===== src/rtl/instruction_dispatch_controller.sv =====
// instruction_dispatch_controller
//
// Sequencer between the instruction FIFO and the TPU core. Pops the FIFO head
// when the core can accept work and issues it as a one-cycle strobe. NOP and
// SYNC opcodes are consumed here; a SYNC drains the core and then pulses
// `synchronize` to the host. Issue and stall counters support profiling.
//
// Ports:
//   clk                     single clock
//   rst                     synchronous active-high reset
//   enable                  dispatch enable; low blocks new pops only
//   fifo_instruction        FIFO head (first-word-fall-through)
//   fifo_empty              FIFO empty flag
//   fifo_next_en            combinational pop, head consumed at this edge
//   core_instruction        registered instruction to the core
//   core_instruction_enable one-cycle issue strobe
//   core_busy               core busy, asserts <= 1 cycle after the strobe
//   synchronize             one-cycle pulse on SYNC completion
//   sync_error              sticky, set when a SYNC drain times out
//   issue_count             instructions issued, wraps
//   stall_count             cycles the head was blocked by core_busy, saturates
//
// state      | meaning
// -----------+-----------------------------------------------------------
// IDLE       | decide on the FIFO head: pop NOP/SYNC, issue, or stall
// HOLD       | strobe cycle; covers the core's busy-assertion latency
// DRAIN      | SYNC in progress, waiting for DRAIN_CYCLES idle core cycles
// SYNC_PULSE | synchronize asserted for one cycle

module instruction_dispatch_controller #(
  parameter int INSTRUCTION_WIDTH = 80,
  parameter int DRAIN_CYCLES      = 3,
  parameter int SYNC_TIMEOUT      = 4096
) (
  input  logic                         clk,
  input  logic                         rst,
  input  logic                         enable,
  input  logic [INSTRUCTION_WIDTH-1:0] fifo_instruction,
  input  logic                         fifo_empty,
  output logic                         fifo_next_en,
  output logic [INSTRUCTION_WIDTH-1:0] core_instruction,
  output logic                         core_instruction_enable,
  input  logic                         core_busy,
  output logic                         synchronize,
  output logic                         sync_error,
  output logic [31:0]                  issue_count,
  output logic [31:0]                  stall_count
);

  localparam logic [7:0] OP_NOP  = 8'h00;
  localparam logic [7:0] OP_SYNC = 8'hFF;

  // Counters run 0..N-1; the drain completes on the cycle the counter would
  // reach N, so the exit decision is made on the last counted cycle.
  localparam int IDLE_W = (DRAIN_CYCLES > 1) ? $clog2(DRAIN_CYCLES) : 1;
  localparam int TO_W   = (SYNC_TIMEOUT > 1) ? $clog2(SYNC_TIMEOUT) : 1;
  localparam logic [IDLE_W-1:0] IDLE_LAST = IDLE_W'(DRAIN_CYCLES - 1);
  localparam logic [TO_W-1:0]   TO_LAST   = TO_W'(SYNC_TIMEOUT - 1);

  typedef enum logic [1:0] {
    ST_IDLE       = 2'd0,
    ST_HOLD       = 2'd1,
    ST_DRAIN      = 2'd2,
    ST_SYNC_PULSE = 2'd3
  } state_t;

  state_t            state_q;
  state_t            state_d;
  logic [IDLE_W-1:0] idle_cnt_q;
  logic [TO_W-1:0]   to_cnt_q;

  logic [7:0] opcode;
  logic       is_nop;
  logic       is_sync;
  logic       pop;
  logic       pop_core;
  logic       pop_sync;
  logic       stall_inc;
  logic       drain_timeout;

  assign opcode  = fifo_instruction[INSTRUCTION_WIDTH-1 -: 8];
  assign is_nop  = (opcode == OP_NOP);
  assign is_sync = (opcode == OP_SYNC);

  always_comb begin
    state_d       = state_q;
    pop           = 1'b0;
    pop_core      = 1'b0;
    pop_sync      = 1'b0;
    stall_inc     = 1'b0;
    drain_timeout = 1'b0;
    case (state_q)
      ST_IDLE: begin
        if (enable && !fifo_empty) begin
          if (is_nop) begin
            pop = 1'b1;
          end else if (is_sync) begin
            pop      = 1'b1;
            pop_sync = 1'b1;
            state_d  = ST_DRAIN;
          end else if (!core_busy) begin
            pop      = 1'b1;
            pop_core = 1'b1;
            state_d  = ST_HOLD;
          end else begin
            stall_inc = 1'b1;
          end
        end
      end
      ST_HOLD: begin
        state_d = ST_IDLE;
      end
      ST_DRAIN: begin
        // A drain that completes on the timeout cycle still counts as clean.
        if (!core_busy && (idle_cnt_q == IDLE_LAST)) begin
          state_d = ST_SYNC_PULSE;
        end else if (to_cnt_q == TO_LAST) begin
          drain_timeout = 1'b1;
          state_d       = ST_SYNC_PULSE;
        end
      end
      ST_SYNC_PULSE: begin
        state_d = ST_IDLE;
      end
      default: begin
        state_d = ST_IDLE;
      end
    endcase
  end

  // No pop may escape while reset is held; the FIFO would lose a word.
  assign fifo_next_en            = pop & ~rst;
  assign core_instruction_enable = (state_q == ST_HOLD);
  assign synchronize             = (state_q == ST_SYNC_PULSE);

  always_ff @(posedge clk) begin
    if (rst) begin
      state_q          <= ST_IDLE;
      idle_cnt_q       <= '0;
      to_cnt_q         <= '0;
      core_instruction <= '0;
      sync_error       <= 1'b0;
      issue_count      <= '0;
      stall_count      <= '0;
    end else begin
      state_q <= state_d;

      if (pop_core) begin
        core_instruction <= fifo_instruction;
        issue_count      <= issue_count + 32'd1;
      end

      if (stall_inc && (stall_count != 32'hFFFF_FFFF)) begin
        stall_count <= stall_count + 32'd1;
      end

      if (pop_sync) begin
        idle_cnt_q <= '0;
        to_cnt_q   <= '0;
      end else if (state_q == ST_DRAIN) begin
        idle_cnt_q <= core_busy ? '0 : idle_cnt_q + IDLE_W'(1);
        to_cnt_q   <= to_cnt_q + TO_W'(1);
      end

      if (drain_timeout) begin
        sync_error <= 1'b1;
      end
    end
  end

endmodule


===== config.mk =====
export PLATFORM = sky130hd
export DESIGN_NAME = instruction_dispatch_controller
export DESIGN_NICKNAME = d
export VERILOG_FILES = /design/src/rtl/instruction_dispatch_controller.sv
export SDC_FILE = /design/constraint.sdc
export NUM_CORES = 1
export LEC_CHECK = 0
export ABC_CLOCK_PERIOD_IN_PS = 2950
export CORE_ASPECT_RATIO = 1.5
export CORE_UTILIZATION = 46
export DETAILED_ROUTE_END_ITERATION = 7
export GPL_ROUTABILITY_DRIVEN = 0
export PLACE_DENSITY_LB_ADDON = 0.25
export SLEW_MARGIN = 0
export SYNTH_ARGS = -nofsm -noshare
export SYNTH_HDL_FRONTEND = slang
export SYNTH_SLANG_ARGS = --single-unit

===== constraint.sdc =====
create_clock -name clk -period 2.95 [get_ports clk]
set_input_delay 0.885 -clock clk [delete_from_list [all_inputs] [get_ports clk]]
set_output_delay 0.885 -clock clk [all_outputs]
set_load 0.01 [all_outputs]

Word level (Yosys, flattened, before mapping). Cells that the tools add are included.

Bits of input ports: 85. Flip-flop bits (word level): 161. Word-level logic and storage cells: 63. Output and inout port bits: 148.

Reductions and logical operators: 10. Bitwise gates (word level): 2. Equal/unequal tests: 11. Add/sub/neg operators: 4. Mux-type cells: 29.

Operators by type and width (count): $add 32x1->32 const B (2); $ne 32x32->1 const B (1); $mux 1 (21); $mux 2 (7); $add 12x1->12 const B (1); $eq 12x12->1 const B (1); $eq 8x8->1 const B (1); $logic_not 8->1 (1); $eq 2x2->1 const B (3); $ne 3x3->1 const B (2); $pmux 2 s3 (1); $ne 2x2->1 const B (2); $reduce_and 4->1 (1); $reduce_or 2->1 (2); $logic_and 1x1->1 (3); $add 2x1->2 const B (1); $eq 2x1->1 const B (1); $logic_not 1->1 (2); $logic_not 2->1 (1); $and 1x1->1 (1); $not 1->1 (1).

Depth between registers and ports, before layout. Gate-level depths: netlist of the first run.

Depth in word-level cells: 6. Depth in mapped cells: 8. Depth with buffers taken out: 7.

Least setup slack after synthesis of the first run. OpenSTA, ideal clock, no wires.

Path type: input to output. From: in fifo_instruction[78]. To: out fifo_next_en. Arrival: 2038 ps. Path slack: 27 ps. Data required time: 2065 ps. Path buffers: 2. Stages on the path: 5. Cell sequence: nand4_1 -> or2_2 -> clkbuf_1 -> clkbuf_1 -> a311oi_1.

Longest elaborated chain between the ends: 6. Elaborated cells on any way between the ends: 7. Those cells by class: 1 x eq/ne; 4 x mux; 1 x bitwise; 1 x reduce/logical.

Ends and longest elaborated chain: start, declared (line 38) `input logic [INSTRUCTION_WIDTH-1:0] fifo_instruction,`; $eq 8x8->1 (line 83) `assign is_sync = (opcode == OP_SYNC);`; $mux 1 (line 97) `end else if (is_sync) begin`; $mux 1 * (line 95) `if (is_nop) begin`; $mux 1 * (line 94) `if (enable && !fifo_empty) begin`; $mux 1 * (line 92) `case (state_q)`; $and 1x1->1 * (line 132) `assign fifo_next_en = pop & ~rst;`; end, declared (line 40) `output logic fifo_next_en,`.

Every way passes the cells marked *; elsewhere a longest branch is shown, timed or not.

Final worst setup path of the first run.
From: in fifo_instruction[76]. To: out fifo_next_en.

The elaborated chain is that of the path after synthesis.

==> flow_summary.ini, run 1 <==
[power]
cellPowerDensity_nw_per_um2 = 471
total_power_mw = 4.82
p_leak_nw = 3.37
ir_drop_mv = 0.363

[cts]
cts.sinks = 161
cts.hold.buffers_added = 0
numCtsBuffers = 17
cts_htree_levels = 4
insertion_delay_ns = 0.42
path_clk_slew_ns = 0.06
cts_tree = done
clk_path_buf_depth = 2
root_buffer = clkbuf_16

[critical_path]
r2r_start = stall_count[0]$_SDFFE_PP0P_
crit_top_cell = buf_4
crit_required_ns = 2.07
path_max_fanout = 2
cp_cell_sequence = buf_4 -> buf_4 -> nand4_1 -> or2_4 -> a311oi_2 -> buf_4
cpMaxStageDelayCell = or2_4
rr_worst_depth = 6
r2r_end = stall_count[20]$_SDFFE_PP0P_
cp-startpoint = fifo_instruction[76]
r2r_setup_slack_ns = 0.35
worst_setup_path_start_kind = primary input
slowest_delay_ns = 0.31
cp.arrival_ns = 2.02
endpoint_kind = output port
worst-setup-path-type = in2out

[run_status]
status = completed

[synthesis]
ys_types = 49
synth-seq-cells = 161
synth_warnings = 0
synthesis.nets = 943
netlist_instances = 854
netlist_area_um2 = 6880
yosysSeqAreaShare_pct = 46.8
synth.area.top_cells = dfxtp_1, nand2_1, a21oi_1
synth.avg_cell_area_um2 = 8.06
synth_top_cell_by_area = dfxtp_1
async_flop_share_pct = 0
synth_top_flop_cell = dfxtp_1
yosysTopAreaCellShare_pct = 46.8
synth_edf_count = 0

[routing]
route.detailed.drc = 0
drt-initial-drc-count = 271
ant_nets = 0
num_vias = 6964
first_pass_iters = 6
routedWlPerCell_um = 15.8
wl_um = 20600
vias_per_cell = 5.33

[die]
io_pins = 233
die_x_um = 102
die-area_um2 = 15500
core_um2 = 14600
fp.dieH_um = 152
start_util_pct = 47.2
num_rows = 54

[hold_path]
worst_hold_path_type = reg2reg
min_from = core_instruction[64]$_SDFFE_PP0P_
holdPathEnd = core_instruction[64]$_SDFFE_PP0P_
hold-path-cell-count = 2

[placed_design]
hpwl_um = 14500
dp_slack_ns = -0.875
port-buffer-count = 232

[layout]
mostFrequentLayoutCell = clkdlybuf4s50_1
area_growth_pct = 48.7
layout.nets = 1186
layout_common_cells = clkdlybuf4s50_1, nand2_1, dfxtp_1
fin_util_pct = 70.1
num_antenna_cells = 0
drive_gt1_share_pct = 10.0

[sta]
relSlewSlack_pct = 47.2
setup_viol = 0
period_share_pct = 98.5
worstMarginPinSlew_ns = 0.793
fin_tns_setup_ns = 0
fin_skew_ns = 0.0129
period_minus_slack_ns = 2.91
layout_setup_ws_ns = 0.0443
drv_slew = 0
holdWs_ns = 0.452
fmax_mhz = 344
hold_viol = 0

[grt]
grt_start_max_net_pins = 158
first_global_vias = 6399
antenna_found_initial = 0
track_usage_pct = 26.3
grt_pass1_wl_um = 31900
grt_remaining_overflow = 0

[flow_run]
drv_cap = 0
-- sequential cells by signal, indices dropped and copies added, names as in the netlist --
signal	cells
issue_count	32
core_instruction	80
to_cnt_q	12
sync_error	1
idle_cnt_q	2
stall_count	32
state_q	2
-- power breakdown --
part / switching (mW) / total [mW] / internal [mW]
logic: 0.172 / 0.385 / 0.213
clock network: 0.919 / 2.20 / 1.28
registers: 0.0189 / 2.23 / 2.21
total: 1.11 / 4.82 / 3.71
-- layout make-up --
cell class / count / area (µm²)
fillers: 1229 / 4360
multi-input cells: 627 / 3410
flip-flops and latches: 161 / 3220
repair buffers: 278 / 2720
clock buffers: 19 / 443
well taps: 196 / 245
clock inverters: 13 / 150
inverters: 12 / 45.0
-- synthesized netlist by cell type (3+ instances only) --
cell type / number
nand2_1: 196
inv_1: 12
buf_6: 4
nand3_1: 27
nor2_1: 47
o21ai_0: 25
xor2_1: 9
nand4_1: 28
xnor2_1: 7
nor2b_1: 10
or3_1: 25
o31ai_1: 23
nor3_1: 7
dfxtp_1: 161
nor4_1: 16
clkbuf_1: 44
ha_1: 4
or2_2: 3
a21oi_1: 130
and2_1: 3
mux2_2: 9
and3_1: 3
or4_1: 28
-- critical path: cells and delay by family --
family	cells	cell delay [ns]
buffers and inverters	3	0.38
AOI/OAI and AO/OA	1	0.26
and+or+nand+nor	2	0.49
-- routing by layer --
metal | wire length [µm] | vias to the layer above | track usage, %
li1 | - | 3499 | -
met1 | 8020 | 3221 | 28.6
met2 | 10500 | 205 | 47.0
met3 | 1400 | 39 | 6.90
met4 | 631 | 0 | 11.1
met5 | 0 | - | 0
-- logic make-up after synthesis --
family                   synth area share, %
adder cells (fa/ha/maj)                0.727
buffers and inverters                   4.40
AO/OA/AOI/OAI                           14.6
XOR/XNOR                                2.04
AND/OR/NAND/NOR                         29.7
flip-flops                              46.8
multiplexers                            1.76
-- worst max-delay path by stage --
stage | endpoint | slack, ns
6_report | fifo_next_en | 0.04
5_1_grt | fifo_next_en | -0.004
4_1_cts | fifo_next_en | 0.01
3_5_place_dp | fifo_next_en | -0.87
3_3_place_gp | fifo_next_en | -0.88
2_1_floorplan | fifo_next_en | 0.03
-- stage by stage --
| stage | area [µm²] | std cells |
|---|---|---|
| final | 10200 | 1306 |
| after global placement | 9600 | 1272 |
| after CTS | 10200 | 1305 |
| after detailed placement | 9600 | 1272 |
| after global routing | 10200 | 1306 |
| after floorplan | 6880 | 854 |
-- repair_timing --
action | CTS | global route
resized for setup | 26 | 14
setup buffers | 1 | 1
setup endpoints to repair | 1 | 1
pin swaps | 7 | 5
Power figures use the tool's default switching activity.
==> run 2: changes to the inputs <==
--- a/config.mk
+++ b/config.mk
@@ -11,6 +11,7 @@
 export DETAILED_ROUTE_END_ITERATION = 7
 export GPL_ROUTABILITY_DRIVEN = 0
 export PLACE_DENSITY_LB_ADDON = 0.25
+export SKIP_LAST_GASP = 1
 export SLEW_MARGIN = 0
 export SYNTH_ARGS = -nofsm -noshare
 export SYNTH_HDL_FRONTEND = slang
==> results of run 2 <==
No change in the layout: final DEF, timing and power equal those of run 1.
